### src/rtl/riscv_multicycle_ctrl_pkg.sv
// rtl/riscv_multicycle_ctrl_pkg.sv - shared types and encodings for the multi-cycle control FSM
package riscv_pkg;

    typedef enum logic [3:0] {
        S_FETCH    = 4'd0,
        S_DECODE   = 4'd1,
        S_MEMADR   = 4'd2,
        S_MEMREAD  = 4'd3,
        S_MEMWB    = 4'd4,
        S_MEMWRITE = 4'd5,
        S_EXECUTER = 4'd6,
        S_EXECUTEI = 4'd7,
        S_ALUWB    = 4'd8,
        S_BEQ      = 4'd9,
        S_JAL      = 4'd10,
        S_TRAP     = 4'd11
    } state_t;

    localparam logic [6:0] OP_LW   = 7'b0000011;
    localparam logic [6:0] OP_SW   = 7'b0100011;
    localparam logic [6:0] OP_R    = 7'b0110011;
    localparam logic [6:0] OP_I    = 7'b0010011;
    localparam logic [6:0] OP_BEQ  = 7'b1100011;
    localparam logic [6:0] OP_JAL  = 7'b1101111;

    localparam logic [1:0] ALU_OP_ADD   = 2'b00;
    localparam logic [1:0] ALU_OP_SUB   = 2'b01;
    localparam logic [1:0] ALU_OP_FUNCT = 2'b10;

    localparam logic [1:0] RES_ALUOUT = 2'b00;
    localparam logic [1:0] RES_RDATA  = 2'b01;
    localparam logic [1:0] RES_ALU    = 2'b10;

    localparam logic [1:0] SRCA_PC    = 2'b00;
    localparam logic [1:0] SRCA_OLDPC = 2'b01;
    localparam logic [1:0] SRCA_RS1   = 2'b10;

    localparam logic [1:0] SRCB_RS2  = 2'b00;
    localparam logic [1:0] SRCB_IMM  = 2'b01;
    localparam logic [1:0] SRCB_FOUR = 2'b10;

    localparam logic [1:0] IMM_I = 2'b00;
    localparam logic [1:0] IMM_S = 2'b01;
    localparam logic [1:0] IMM_B = 2'b10;
    localparam logic [1:0] IMM_J = 2'b11;

endpackage

### src/rtl/riscv_multicycle_ctrl_if.sv
// rtl/riscv_multicycle_ctrl_if.sv - control bundle between the FSM and the datapath
interface riscv_multicycle_ctrl_if;

    logic [6:0] op;
    logic       zero;
    logic       mem_ready;
    logic       pc_write;
    logic       adr_src;
    logic       mem_write;
    logic       ir_write;
    logic [1:0] result_src;
    logic [1:0] alu_src_a;
    logic [1:0] alu_src_b;
    logic [1:0] alu_op;
    logic [1:0] imm_src;
    logic       reg_write;
    logic       illegal;

    modport master (
        input  op, zero, mem_ready,
        output pc_write, adr_src, mem_write, ir_write, result_src,
               alu_src_a, alu_src_b, alu_op, imm_src, reg_write, illegal
    );

    modport slave (
        output op, zero, mem_ready,
        input  pc_write, adr_src, mem_write, ir_write, result_src,
               alu_src_a, alu_src_b, alu_op, imm_src, reg_write, illegal
    );

endinterface

### src/rtl/riscv_multicycle_ctrl_imm_src_dec.sv
// rtl/riscv_multicycle_ctrl_imm_src_dec.sv - opcode to immediate-format select
module imm_src_dec
    import riscv_pkg::*;
(
    input  logic [6:0] op,
    output logic [1:0] imm_src
);

    // Pure opcode decode; unknown opcodes fall back to the I-type format.
    always_comb begin
        imm_src = IMM_I;
        case (op)
            OP_SW:   imm_src = IMM_S;
            OP_BEQ:  imm_src = IMM_B;
            OP_JAL:  imm_src = IMM_J;
            default: imm_src = IMM_I;
        endcase
    end

endmodule

### src/rtl/riscv_multicycle_ctrl.sv
// rtl/riscv_multicycle_ctrl.sv - multi-cycle main control FSM for the RV32I subset
module riscv_multicycle_ctrl
    import riscv_pkg::*;
(
    input  logic                          clk,
    input  logic                          rst_n,
    riscv_multicycle_ctrl_if.master       bus
);

    state_t     state;
    state_t     state_next;

    logic       pc_write_raw;
    logic       ir_write_raw;
    logic       mem_write_raw;
    logic       reg_write_raw;
    logic       illegal_raw;
    logic       adr_src;
    logic [1:0] result_src;
    logic [1:0] alu_src_a;
    logic [1:0] alu_src_b;
    logic [1:0] alu_op;
    logic [1:0] imm_src;

    imm_src_dec u_imm_src_dec (
        .op      (bus.op),
        .imm_src (imm_src)
    );

    // State register; reset aborts any instruction and restarts at fetch.
    always_ff @(posedge clk or negedge rst_n) begin
        if (!rst_n) begin
            state <= S_FETCH;
        end else begin
            state <= state_next;
        end
    end

    // Next-state sequencing, stalling on memory in the three memory-facing states.
    always_comb begin
        state_next = state;
        case (state)
            S_FETCH:    state_next = bus.mem_ready ? S_DECODE : S_FETCH;
            S_DECODE: begin
                case (bus.op)
                    OP_LW, OP_SW: state_next = S_MEMADR;
                    OP_R:         state_next = S_EXECUTER;
                    OP_I:         state_next = S_EXECUTEI;
                    OP_BEQ:       state_next = S_BEQ;
                    OP_JAL:       state_next = S_JAL;
                    default:      state_next = S_TRAP;
                endcase
            end
            S_MEMADR:   state_next = (bus.op == OP_LW) ? S_MEMREAD : S_MEMWRITE;
            S_MEMREAD:  state_next = bus.mem_ready ? S_MEMWB : S_MEMREAD;
            S_MEMWB:    state_next = S_FETCH;
            S_MEMWRITE: state_next = bus.mem_ready ? S_FETCH : S_MEMWRITE;
            S_EXECUTER: state_next = S_ALUWB;
            S_EXECUTEI: state_next = S_ALUWB;
            S_ALUWB:    state_next = S_FETCH;
            S_BEQ:      state_next = S_FETCH;
            S_JAL:      state_next = S_ALUWB;
            S_TRAP:     state_next = S_TRAP;
            default:    state_next = S_FETCH;
        endcase
    end

    // Output decode: Moore per state, except fetch strobes follow mem_ready and the branch follows zero.
    always_comb begin
        pc_write_raw  = 1'b0;
        ir_write_raw  = 1'b0;
        mem_write_raw = 1'b0;
        reg_write_raw = 1'b0;
        illegal_raw   = 1'b0;
        adr_src       = 1'b0;
        result_src    = RES_ALUOUT;
        alu_src_a     = SRCA_PC;
        alu_src_b     = SRCB_RS2;
        alu_op        = ALU_OP_ADD;
        case (state)
            S_FETCH: begin
                alu_src_b    = SRCB_FOUR;
                result_src   = RES_ALU;
                ir_write_raw = bus.mem_ready;
                pc_write_raw = bus.mem_ready;
            end
            S_DECODE: begin
                alu_src_a = SRCA_OLDPC;
                alu_src_b = SRCB_IMM;
            end
            S_MEMADR: begin
                alu_src_a = SRCA_RS1;
                alu_src_b = SRCB_IMM;
            end
            S_MEMREAD: begin
                adr_src = 1'b1;
            end
            S_MEMWB: begin
                result_src    = RES_RDATA;
                reg_write_raw = 1'b1;
            end
            S_MEMWRITE: begin
                adr_src       = 1'b1;
                mem_write_raw = 1'b1;
            end
            S_EXECUTER: begin
                alu_src_a = SRCA_RS1;
                alu_op    = ALU_OP_FUNCT;
            end
            S_EXECUTEI: begin
                alu_src_a = SRCA_RS1;
                alu_src_b = SRCB_IMM;
                alu_op    = ALU_OP_FUNCT;
            end
            S_ALUWB: begin
                reg_write_raw = 1'b1;
            end
            S_BEQ: begin
                alu_src_a    = SRCA_RS1;
                alu_op       = ALU_OP_SUB;
                pc_write_raw = bus.zero;
            end
            S_JAL: begin
                alu_src_a    = SRCA_OLDPC;
                alu_src_b    = SRCB_FOUR;
                pc_write_raw = 1'b1;
            end
            S_TRAP: begin
                illegal_raw = 1'b1;
            end
            default: begin
                illegal_raw = 1'b0;
            end
        endcase
    end

    // Strobes are masked by rst_n so a mem_ready-driven fetch strobe cannot leak out during reset.
    assign bus.pc_write   = pc_write_raw  & rst_n;
    assign bus.ir_write   = ir_write_raw  & rst_n;
    assign bus.mem_write  = mem_write_raw & rst_n;
    assign bus.reg_write  = reg_write_raw & rst_n;
    assign bus.illegal    = illegal_raw   & rst_n;
    assign bus.adr_src    = adr_src;
    assign bus.result_src = result_src;
    assign bus.alu_src_a  = alu_src_a;
    assign bus.alu_src_b  = alu_src_b;
    assign bus.alu_op     = alu_op;
    assign bus.imm_src    = imm_src;

endmodule

### src/flat_wrapper.sv
// flat-port wrapper written by rule: the top's interface ports become plain ports
module riscv_multicycle_ctrl_flat import riscv_pkg::*;
  (clk, rst_n, bus_op, bus_zero, bus_mem_ready, bus_pc_write, bus_adr_src, bus_mem_write, bus_ir_write, bus_result_src, bus_alu_src_a, bus_alu_src_b, bus_alu_op, bus_imm_src, bus_reg_write, bus_illegal);
  riscv_multicycle_ctrl_if bus_i ();
  input  logic clk;
  input  logic rst_n;
  input wire logic [$bits(bus_i.op)-1:0] bus_op;
  input wire logic [$bits(bus_i.zero)-1:0] bus_zero;
  input wire logic [$bits(bus_i.mem_ready)-1:0] bus_mem_ready;
  output wire logic [$bits(bus_i.pc_write)-1:0] bus_pc_write;
  output wire logic [$bits(bus_i.adr_src)-1:0] bus_adr_src;
  output wire logic [$bits(bus_i.mem_write)-1:0] bus_mem_write;
  output wire logic [$bits(bus_i.ir_write)-1:0] bus_ir_write;
  output wire logic [$bits(bus_i.result_src)-1:0] bus_result_src;
  output wire logic [$bits(bus_i.alu_src_a)-1:0] bus_alu_src_a;
  output wire logic [$bits(bus_i.alu_src_b)-1:0] bus_alu_src_b;
  output wire logic [$bits(bus_i.alu_op)-1:0] bus_alu_op;
  output wire logic [$bits(bus_i.imm_src)-1:0] bus_imm_src;
  output wire logic [$bits(bus_i.reg_write)-1:0] bus_reg_write;
  output wire logic [$bits(bus_i.illegal)-1:0] bus_illegal;
  assign bus_i.op = bus_op;
  assign bus_i.zero = bus_zero;
  assign bus_i.mem_ready = bus_mem_ready;
  assign bus_pc_write = bus_i.pc_write;
  assign bus_adr_src = bus_i.adr_src;
  assign bus_mem_write = bus_i.mem_write;
  assign bus_ir_write = bus_i.ir_write;
  assign bus_result_src = bus_i.result_src;
  assign bus_alu_src_a = bus_i.alu_src_a;
  assign bus_alu_src_b = bus_i.alu_src_b;
  assign bus_alu_op = bus_i.alu_op;
  assign bus_imm_src = bus_i.imm_src;
  assign bus_reg_write = bus_i.reg_write;
  assign bus_illegal = bus_i.illegal;
  riscv_multicycle_ctrl u_core (.clk(clk), .rst_n(rst_n), .bus(bus_i));
endmodule
### config.mk
export PLATFORM = sky130hd
export DESIGN_NAME = riscv_multicycle_ctrl_flat
export DESIGN_NICKNAME = d
export VERILOG_FILES = /design/src/rtl/riscv_multicycle_ctrl_pkg.sv /design/src/rtl/riscv_multicycle_ctrl_if.sv /design/src/rtl/riscv_multicycle_ctrl_imm_src_dec.sv /design/src/rtl/riscv_multicycle_ctrl.sv /design/src/flat_wrapper.sv
export SDC_FILE = /design/constraint.sdc
export NUM_CORES = 1
export LEC_CHECK = 0
export BUFFER_PORTS_ARGS = -buffer_cell sky130_fd_sc_hd__clkbuf_2
export CAP_MARGIN = 20
export CORE_AREA = 8 8 45 47
export DETAILED_ROUTE_END_ITERATION = 8
export DIE_AREA = 0 0 53 55
export PLACE_DENSITY = 0.78
export SYNTH_ARGS = -nofsm -noshare
export SYNTH_HDL_FRONTEND = slang
export SYNTH_SLANG_ARGS = --single-unit
### constraint.sdc
create_clock -name clk -period 1.4 [get_ports clk]
set_clock_uncertainty 0.1 [all_clocks]
set_input_delay 0.07 -clock clk [delete_from_list [all_inputs] [get_ports clk]]
set_output_delay 0.07 -clock clk [all_outputs]
set_load 0.1 [all_outputs]
==> flow_summary.yaml, run 1 <==
logic_synthesis:
  ys_warn_count: 0
  yosysUniqueCellTypes: 37
  synth_top_cell_by_area: "dfrtp_1"
  synth_seq_cells: 4
  ys.flop_type: "dfrtp_1"
  synth_top_area_share_pct: 18.1
  synth_edf_count: 0
  synth_area_per_cell_um2: 7.29
  synth_common_cells: "12 x nor2_1, 8 x nand2_1, 5 x buf_2"
  ys_top_cells_by_area: "dfrtp_1 18%, nor2_1 8.1%, nand2_1 5.4%, xor2_1 4.7%, buf_2 4.5%"
  synth_area_um2: 554
  synthCells: 76
  synthArstFlopShare_pct: 100
  seq_area_frac_synth_pct: 18.1
  synthMostInstantiatedCell: "nor2_1"
  syn-num-nets: 87
cts:
  cts_setup_buffers: 8
  cts_hold_buf: 1
  post_cts_resize_count: 22
  cts.sinks: 4
  root_buffer: "clkbuf_4"
  cts_buffers: 3
  cts_max_path_buffers: 2
  h-tree-depth: 1
die:
  die_y_um: 55
  rows: 14
  fp.dieW_um: 53
  io_pins: 27
  start_util_pct: 40.1
placement:
  hpwl_um: 1780
  placedCellCount: 134
  place_area_um2: 1200
  port_buffers: 26
  dp_slack_ns: -0.174
  gp_congestion: 0.845
status:
  status: "did not finish"
  lastStage: "clock tree synthesis (4_1_cts)"
  error: "[ERROR DPL-0033] detailed placement checks failed during check placement."
[per-stage QoR]
stage               setup TNS (ns)  util (%)
floorplan                    -2.38         -
global placement            -0.189      86.4
detailed placement          -0.887      86.4
[cells by family after synthesis]
logic type / count (synthesis) / share of synthesized area (%)
AOI/OAI and AO/OA: 14 / 19.4
xor gates and xnor gates: 5 / 7.90
buffers and inverters: 6 / 5.19
DFF: 4 / 18.1
muxes: 1 / 1.81
and+or+nand+nor: 46 / 47.6
==> run 2: changes to the inputs <==
--- a/config.mk
+++ b/config.mk
@@ -7,10 +7,10 @@
 export LEC_CHECK = 0
 export BUFFER_PORTS_ARGS = -buffer_cell sky130_fd_sc_hd__clkbuf_2
 export CAP_MARGIN = 20
-export CORE_AREA = 8 8 45 47
+export CORE_AREA = 8 8 69 71
 export DETAILED_ROUTE_END_ITERATION = 8
-export DIE_AREA = 0 0 53 55
-export PLACE_DENSITY = 0.78
+export DIE_AREA = 0 0 77 79
+export PLACE_DENSITY_LB_ADDON = 0.15
 export SYNTH_ARGS = -nofsm -noshare
 export SYNTH_HDL_FRONTEND = slang
 export SYNTH_SLANG_ARGS = --single-unit
==> run 2 against run 1 <==
Synthesized cell count unchanged. Area after synthesis unchanged. The flow now finishes, with violations (setup timing).
==> flow_summary.yaml, run 2 <==
status:
  status: "finished, violations left"
  violations: "setup timing"
timing:
  slew_headroom_pct: 82.5
  finalSetupViolCount: 16
  max_slew.worst_pin.slew_ns: 0.260
  finalCritPeriodShare_pct: 120
  rsz0062_at_grt: "yes"
  max_freq_mhz: 595
  slew_viol_final: 0
  setup_slack_ns: -0.280
  min_period_ns: 1.68
  hold_viol: 0
drt:
  wl_per_cell_um: 12.9
  vias: 784
  drtPass1Iterations: 3
  first_iter_violations: 8
  drc: 0
  drt-total-wl_um: 2320
  ant_nets: 0
  via_per_inst: 4.36
cts:
  path_clk_slew_ns: 0.03
  cts_max_path_buffers: 2
  root_buffer: "clkbuf_8"
  h-tree-depth: 1
  cts.sinks: 4
  clk_latency_ns: 0.22
  cts_tree: "built"
  cts_buffers: 3
placement:
  gp_congestion: 0.779
  hpwl_um: 1870
  port_buffers: 26
  dp_slack_ns: -0.0736
logic_synthesis:
  ys_top_cells_by_area: "dfrtp_1 18%, nor2_1 8.1%, nand2_1 5.4%, xor2_1 4.7%, buf_2 4.5%"
  synth_xor_area_share_pct: 7.90
  synth_edf_count: 0
  yosys.area_share.simple_pct: 47.6
  synth_top_cell_by_area: "dfrtp_1"
  synthCells: 76
  synth_area_um2: 554
  synth.mux.area_fraction_pct: 1.81
  yosysUniqueCellTypes: 37
  seq_area_frac_synth_pct: 18.1
  synth_area_per_cell_um2: 7.29
  ys.flop_type: "dfrtp_1"
  synthMostInstantiatedCell: "nor2_1"
  syn-num-nets: 87
  synth_common_cells: "12 x nor2_1, 8 x nand2_1, 5 x buf_2"
  synth_top_family_by_area: "simple AND/OR/NAND/NOR gates"
  synthArstFlopShare_pct: 100
  ys_warn_count: 0
  synth_top_area_share_pct: 18.1
  synth_fa_ha_area_share_pct: 0
  synth_compound_area_share_pct: 19.4
  synth_seq_cells: 4
global_routing:
  grt_pass1_wl_um: 3920
  grt_max_degree: 9
  grt_pass1_vias: 873
  antenna_found_initial: 0
  grt_use_total_pct: 7.94
  grt-ovfl-total: 0
die:
  fp.dieArea_um2: 6080
  die_y_um: 79
  rows: 23
  io_pins: 27
  fp.dieW_um: 77
  coreArea_um2: 3800
  start_util_pct: 14.6
critical_path:
  worst-path-max-fanout: 3
  critPathRequiredTime_ns: 1.23
  end_kind: "output port"
  crit_type: "flop to output port"
  startpoint_type: "flop"
  arrival_ns: 1.51
cells_and_area:
  final.fill_count: 406
  drive_above_1_share_pct: 76.2
  top_register: "u_core.state"
  layout_common_cells: "18 x buf_12, 18 x buf_4, 10 x clkbuf_2"
  area_growth_pct: 177
  fin_util_pct: 40.4
  n_antenna_cell: 0
  largest_reg_flops: 4
  nNetsFinal: 143
  reg_top3: "u_core.state x4"
worst_hold_path:
  hold_path.class: "input pin to flop"
flow_run:
  maxCapViolations: 0
==> run 2: cell families (layout without fill, tap and decap cells) <==
family,Yosys count,in the layout
AND/OR/NAND/NOR,46,46
AO/OA/AOI/OAI,14,14
buffers and inverters,6,60
XOR/XNOR,5,5
flip-flops,4,4
multiplexers,1,1
==> run 2: stage by stage <==
step | setup TNS [ns] | instances | area, um^2 | hold WS [ns]
2_1_floorplan | -2.38 | 76 | 709 | -0.326
3_3_place_gp | -0.461 | 169 | 1270 | -0.161
3_5_place_dp | -0.345 | 169 | 1270 | -0.163
4_1_cts | -2.48 | 177 | 1440 | 0.0508
5_1_grt | -3.33 | 180 | 1530 | 0.0897
6_report | -2.51 | 180 | 1530 | 0.0760
==> run 2: critical path, stage by stage, from the launching register on <==
cell	delay, ns
dfrtp_2	0.41
buf_4	0.15
or3b_4	0.40
a21oi_4	0.15
buf_12	0.18
==> run 2: per-layer routing <==
layer,part of all wire [%],up-vias,GRT usage (%)
li1,-,384,-
met2,49,27,13.6
met4,2.5,0,5.47
met5,0,-,0
met1,43,368,8.56
met3,5.3,5,1.92
==> run 2: timing repair <==
| action | CTS | global route |
|---|---|---|
| pin swaps | 7 | 10 |
| buffers inserted | 4 | 5 |
| setup endpoints to repair | 16 | 17 |
| hold buffers | 1 | 0 |
| resized for setup | 22 | 18 |
| endpoints found under the hold margin | 4 | 0 |
==> run 2: layout make-up <==
type | instances | area, um^2 | area share [%]
clock buffers | 3 | 41.3 | 2.69
well taps | 50 | 62.6 | 4.08
flip-flops and latches | 4 | 105 | 6.85
inverters | 1 | 3.75 | 0.245
multi-input cells | 66 | 661 | 43.1
repair buffers | 56 | 661 | 43.1
==> run 2: final timing paths <==
kind                                      startpoint                         to  slack, ns  cells after the start
setup / recovery           u_core.state[1]$_DFF_PN0_           bus_alu_src_a[0]      -0.28                      4
hold / removal                             bus_op[4]  u_core.state[1]$_DFF_PN0_       0.08                      3
setup reg to reg           u_core.state[3]$_DFF_PN0_  u_core.state[1]$_DFF_PN0_      -0.02                      5
hold reg to reg            u_core.state[2]$_DFF_PN0_  u_core.state[0]$_DFF_PN0_       0.56                      1
max in group asynchronous                      rst_n  u_core.state[0]$_DFF_PN0_       0.74                      2
min in group asynchronous                      rst_n  u_core.state[1]$_DFF_PN0_       0.25                      2
Power of run 2 is not shown: default switching activity piles up to over one toggle a cycle in this logic, so the estimate is an artifact.
==> run 3: changes to the inputs <==
--- a/config.mk
+++ b/config.mk
@@ -5,12 +5,14 @@
 export SDC_FILE = /design/constraint.sdc
 export NUM_CORES = 1
 export LEC_CHECK = 0
+export ABC_AREA = 1
 export BUFFER_PORTS_ARGS = -buffer_cell sky130_fd_sc_hd__clkbuf_2
 export CAP_MARGIN = 20
 export CORE_AREA = 8 8 69 71
 export DETAILED_ROUTE_END_ITERATION = 8
 export DIE_AREA = 0 0 77 79
 export PLACE_DENSITY_LB_ADDON = 0.15
+export SKIP_LAST_GASP = 1
 export SYNTH_ARGS = -nofsm -noshare
 export SYNTH_HDL_FRONTEND = slang
 export SYNTH_SLANG_ARGS = --single-unit
==> run 3 against run 2 <==
The flow still finishes with violations (setup timing). Hold slack lost 0.055 ns. Critical path depth grew 2. Non-clock buffer count is 6 lower. Maximum frequency increased by 5.2%. Setup slack better by 0.083 ns. Via count is 7.5% lower. Area after synthesis is 13% lower. Die area is the same. Largest cell class is now non-clock buffers.
==> flow_summary.yaml, run 3 <==
cts:
  cts.sinks: 4
  cts_buffers: 3
  clk_latency_ns: 0.22
  path_clk_slew_ns: 0.04
  cts_max_path_buffers: 2
  root_buffer: "clkbuf_8"
  h-tree-depth: 1
  cts_tree: "built"
timing:
  slew_headroom_pct: 82.0
  max_freq_mhz: 626
  setup_slack_ns: -0.196
  finalCritPeriodShare_pct: 114
  finalSetupViolCount: 15
  rsz0062_at_grt: "yes"
  min_period_ns: 1.60
  tns_ns: -1.66
  slew_viol_final: 0
  max_slew.worst_pin.slew_ns: 0.269
  hold_viol: 0
cells_and_area:
  stdcell_count: 196
  reg_top3: "u_core.state x4"
  n_antenna_cell: 0
  largest_reg_flops: 4
  layout_commonest_cell: "buf_4"
  final.fill_count: 412
  top_register: "u_core.state"
  area_growth_pct: 174
  drive_above_1_share_pct: 65.1
  layout_common_cells: "21 x buf_4, 16 x buf_12, 15 x inv_1, 15 x nand2_1, 10 x clkbuf_2"
  nNetsFinal: 158
  final_cell_area_um2: 1330
placement:
  dp_slack_ns: 0.00398
  port_buffers: 26
  placedCellCount: 186
  gp_congestion: 0.807
  hpwl_um: 1680
  place_area_um2: 1150
die:
  rows: 23
  coreArea_um2: 3800
  start_util_pct: 12.7
  die_y_um: 79
  fp.dieArea_um2: 6080
  io_pins: 27
  fp.dieW_um: 77
drt:
  drtPass1Iterations: 3
  vias: 725
  via_per_inst: 3.70
  drc: 0
  wl_per_cell_um: 9.57
  ant_nets: 0
  drt-total-wl_um: 1880
  first_iter_violations: 15
critical_path:
  worst-path-max-fanout: 5
  startpoint_type: "flop"
  critPathRequiredTime_ns: 1.23
  arrival_ns: 1.43
  crit_type: "flop to output port"
  end_kind: "output port"
logic_synthesis:
  synthCells: 92
  syn-num-nets: 103
  ys.flop_type: "dfrtp_1"
  synth_top_area_share_pct: 20.7
  synth_seq_cells: 4
  seq_area_frac_synth_pct: 20.7
  synth_common_cells: "26 x nand2_1, 23 x inv_1, 14 x nor2_1"
  yosysUniqueCellTypes: 18
  synthMostInstantiatedCell: "nand2_1"
  synth_top_cell_by_area: "dfrtp_1"
  synth_area_um2: 484
  synthArstFlopShare_pct: 100
  ys_top_cells_by_area: "dfrtp_1 21%, nand2_1 20%, inv_1 18%, nor2_1 11%, nand3_1 5.2%"
  ys_warn_count: 0
  synth_edf_count: 0
  synth_area_per_cell_um2: 5.26
worst_hold_path:
  hold_path.class: "input pin to flop"
global_routing:
  grt_pass1_vias: 751
  grt_use_total_pct: 6.42
  grt-ovfl-total: 0
  grt_max_degree: 6
  grt_pass1_wl_um: 3190
  antenna_found_initial: 0
status:
  status: "finished, violations left"
  violations: "setup timing"
flow_run:
  maxCapViolations: 0
==> run 3: through the flow <==
step           hold WS [ns]  util, %
5_1_grt              0.0462     34.9
3_3_place_gp         -0.211     30.2
4_1_cts              0.0166     33.3
6_report             0.0213     34.9
3_5_place_dp         -0.213     30.2
2_1_floorplan        -0.326        -
==> run 3: worst max-delay path, cell delays in order, from the launching register on <==
cell and delay [ns]:
dfrtp_2 0.44, buf_4 0.17, nand2_4 0.12, inv_1 0.06
nor2_2 0.17, nor3_4 0.06, buf_12 0.17
==> run 3: cell families (layout without fill, tap and decap cells) <==
logic type	Yosys count	in the layout	share of synthesized area, %
compound gates	9	9	11.4
simple gates	55	55	49.4
buf+inv	24	78	18.6
flops	4	4	20.7
==> run 3: layout make-up <==
| class | count | area (um^2) | share of cell area [%] |
|---|---|---|---|
| clock buffers | 4 | 45.0 | 3.39 |
| inverters | 24 | 96.3 | 7.26 |
| multi-input cells | 64 | 460 | 34.7 |
| flip-flops and latches | 4 | 103 | 7.73 |
| well taps | 50 | 62.6 | 4.71 |
| repair buffers | 50 | 561 | 42.2 |
==> run 3: path summary, 6_finish.rpt <==
| check | cells past startpoint | start | slack [ns] | endpoint |
|---|---|---|---|---|
| worst max-delay path | 6 | u_core.state[2]$_DFF_PN0_ | -0.20 | bus_reg_write |
| worst min-delay path | 3 | bus_op[4] | 0.02 | u_core.state[2]$_DFF_PN0_ |
| worst max register to register | 10 | u_core.state[1]$_DFF_PN0_ | -0.07 | u_core.state[0]$_DFF_PN0_ |
| worst min register to register | 3 | u_core.state[1]$_DFF_PN0_ | 0.67 | u_core.state[3]$_DFF_PN0_ |
| max in group asynchronous | 2 | rst_n | 0.91 | u_core.state[2]$_DFF_PN0_ |
| min in group asynchronous | 2 | rst_n | 0.11 | u_core.state[3]$_DFF_PN0_ |
==> run 3: timing repair <==
action                                 4_1_cts  5_1_grt
hold buffers                                 1        0
setup endpoints to repair                   14       15
resized for setup                           15       16
pin swaps                                    7        6
endpoints found under the hold margin        4        0
setup buffers                                3        3
==> run 3: metal layers <==
metal | GRT usage [%] | vias up | wire length [um]
met3 | 2.37 | 3 | 123
met2 | 10.8 | 26 | 878
li1 | - | 390 | -
met1 | 7.15 | 306 | 845
met5 | 0 | - | 0
met4 | 2.83 | 0 | 28
Power of run 3 is left out for the same reason.
==> run 4: changes to the inputs <==
--- a/config.mk
+++ b/config.mk
@@ -5,7 +5,6 @@
 export SDC_FILE = /design/constraint.sdc
 export NUM_CORES = 1
 export LEC_CHECK = 0
-export ABC_AREA = 1
 export BUFFER_PORTS_ARGS = -buffer_cell sky130_fd_sc_hd__clkbuf_2
 export CAP_MARGIN = 20
 export CORE_AREA = 8 8 69 71
==> run 4 against run 3 <==
Utilization increased by 5.3 points. Via count grew 8.1%. Sequential cell count unchanged. Critical endpoint is now bus_alu_src_a[0]. Critical path type unchanged. Setup slack got worse by 0.083 ns. The run still ends with setup timing left. Largest cell class is now multi-input combinational cells. Critical path depth down 2. Die area did not move. Cell area increased by 15%.
==> flow_summary.yaml, run 4 (synthesis results as in run 2) <==
status:
  status: "finished, violations left"
  violations: "setup timing"
global_routing:
  grt_pass1_vias: 873
  grt_use_total_pct: 7.94
  grt-ovfl-total: 0
  grt_max_degree: 9
  antenna_found_initial: 0
  grt_pass1_wl_um: 3920
cts:
  h-tree-depth: 1
  path_clk_slew_ns: 0.03
  cts_tree: "built"
  root_buffer: "clkbuf_8"
  clk_latency_ns: 0.22
  cts.sinks: 4
  cts_buffers: 3
  cts_max_path_buffers: 2
cells_and_area:
  nNetsFinal: 143
  area_growth_pct: 176
  layout_commonest_cell: "buf_4"
  reg_top3: "u_core.state x4"
  top_register: "u_core.state"
  largest_reg_flops: 4
  n_antenna_cell: 0
  drive_above_1_share_pct: 75.4
  layout_common_cells: "19 x buf_4, 18 x buf_12, 10 x clkbuf_2"
critical_path:
  arrival_ns: 1.51
  r2r_start: "u_core.state[3]$_DFF_PN0_"
  crit_path_start: "u_core.state[1]$_DFF_PN0_"
  cpMaxStageDelayCell: "dfrtp_2"
  end_kind: "output port"
  worstPathCellList: "buf_4 > or3b_4 > a21oi_4 > buf_12"
  ff2ff_path_depth: 5
  startpoint_type: "flop"
  worst_path_largest_cell_delay_ns: 0.41
  critPathRequiredTime_ns: 1.23
  crit_type: "flop to output port"
  worst-path-max-fanout: 3
  r2r_slack_ns: -0.02
  path_buf_inv: 2
  r2r-end: "u_core.state[1]$_DFF_PN0_"
  path_delay_family: "flip-flops"
drt:
  drtPass1Iterations: 3
  ant_nets: 0
  drc: 0
  via_per_inst: 4.36
  vias: 784
  first_iter_violations: 8
  drt-total-wl_um: 2320
  wl_per_cell_um: 12.9
placement:
  gp_congestion: 0.779
  port_buffers: 26
  hpwl_um: 1870
die:
  die_y_um: 79
  coreArea_um2: 3800
  rows: 23
  start_util_pct: 14.6
  fp.dieW_um: 77
  fp.dieArea_um2: 6080
  io_pins: 27
timing:
  rsz0062_at_grt: "yes"
  setup_slack_ns: -0.280
  min_period_ns: 1.68
  finalSetupViolCount: 16
  finalCritPeriodShare_pct: 120
  hold_slack_ns: 0.0760
  max_freq_mhz: 595
  max_slew.worst_pin.slew_ns: 0.260
  slew_headroom_pct: 82.5
  slew_viol_final: 0
  hold_viol: 0
worst_hold_path:
  hold_path_end: "u_core.state[1]$_DFF_PN0_"
  min_from: "bus_op[4]"
  holdPathStages: 3
  hold_path.class: "input pin to flop"
flow_run:
  maxCapViolations: 0
[run 4: cell count changes in the layout (fill, tap and decap cells not counted), sizes merged, moves of 4 or more]
cell   before  now
nor2b       0    4
buf        39   45
nand2      27    8
inv        23    1
nor2       18   12
[run 4: worst max-delay path by stage]
stage	end	slack, ns	depth (start not counted)
6_report	bus_alu_src_a[0]	-0.28	4
3_5_place_dp	bus_alu_src_a[0]	-0.07	3
2_1_floorplan	bus_result_src[1]	-0.44	2
5_1_grt	bus_alu_src_a[0]	-0.30	4
3_3_place_gp	bus_alu_src_a[0]	-0.08	5
4_1_cts	bus_pc_write	-0.25	5
[run 4: stage by stage]
step | TNS (ns) | cells | instance area (um^2) | utilization, % | worst slack (ns)
3_3_place_gp | -0.461 | 169 | 1270 | 33.5 | -0.0835
6_report | -2.55 | 180 | 1530 | 40.2 | -0.280
2_1_floorplan | -2.38 | 76 | 709 | - | -0.445
4_1_cts | -2.48 | 177 | 1440 | 37.8 | -0.249
5_1_grt | -3.37 | 180 | 1530 | 40.2 | -0.303
3_5_place_dp | -0.345 | 169 | 1270 | 33.5 | -0.0736
[run 4: area by class of cell]
type / count / area (um^2)
clock buffer: 3 / 41.3
multi-input combinational: 66 / 658
sequential: 4 / 105
tap: 50 / 62.6
fill: 408 / 2270
inverter: 1 / 3.75
timing repair buffer: 56 / 657
[run 4: layer usage]
metal	vias to the layer above	part of all wire [%]	GRT usage [%]
li1	384	-	-
met1	368	43	8.56
met2	27	49	13.6
met3	5	5.3	1.92
met4	0	2.5	5.47
met5	-	0	0
[run 4: tightest hold or removal path, delay by kind of cell]
kind,cells,cell delay (ns)
buf+inv,1,0.11
simple gates,2,0.17
[run 4: repair_timing]
item                                   CTS  global route
resized for setup                       22            16
setup buffers                            4             5
endpoints found under the hold margin    4             0
pin swaps                                7             9
hold buffers                             1             0
setup endpoints to repair               16            17
Power of run 4 is left out for the same reason.
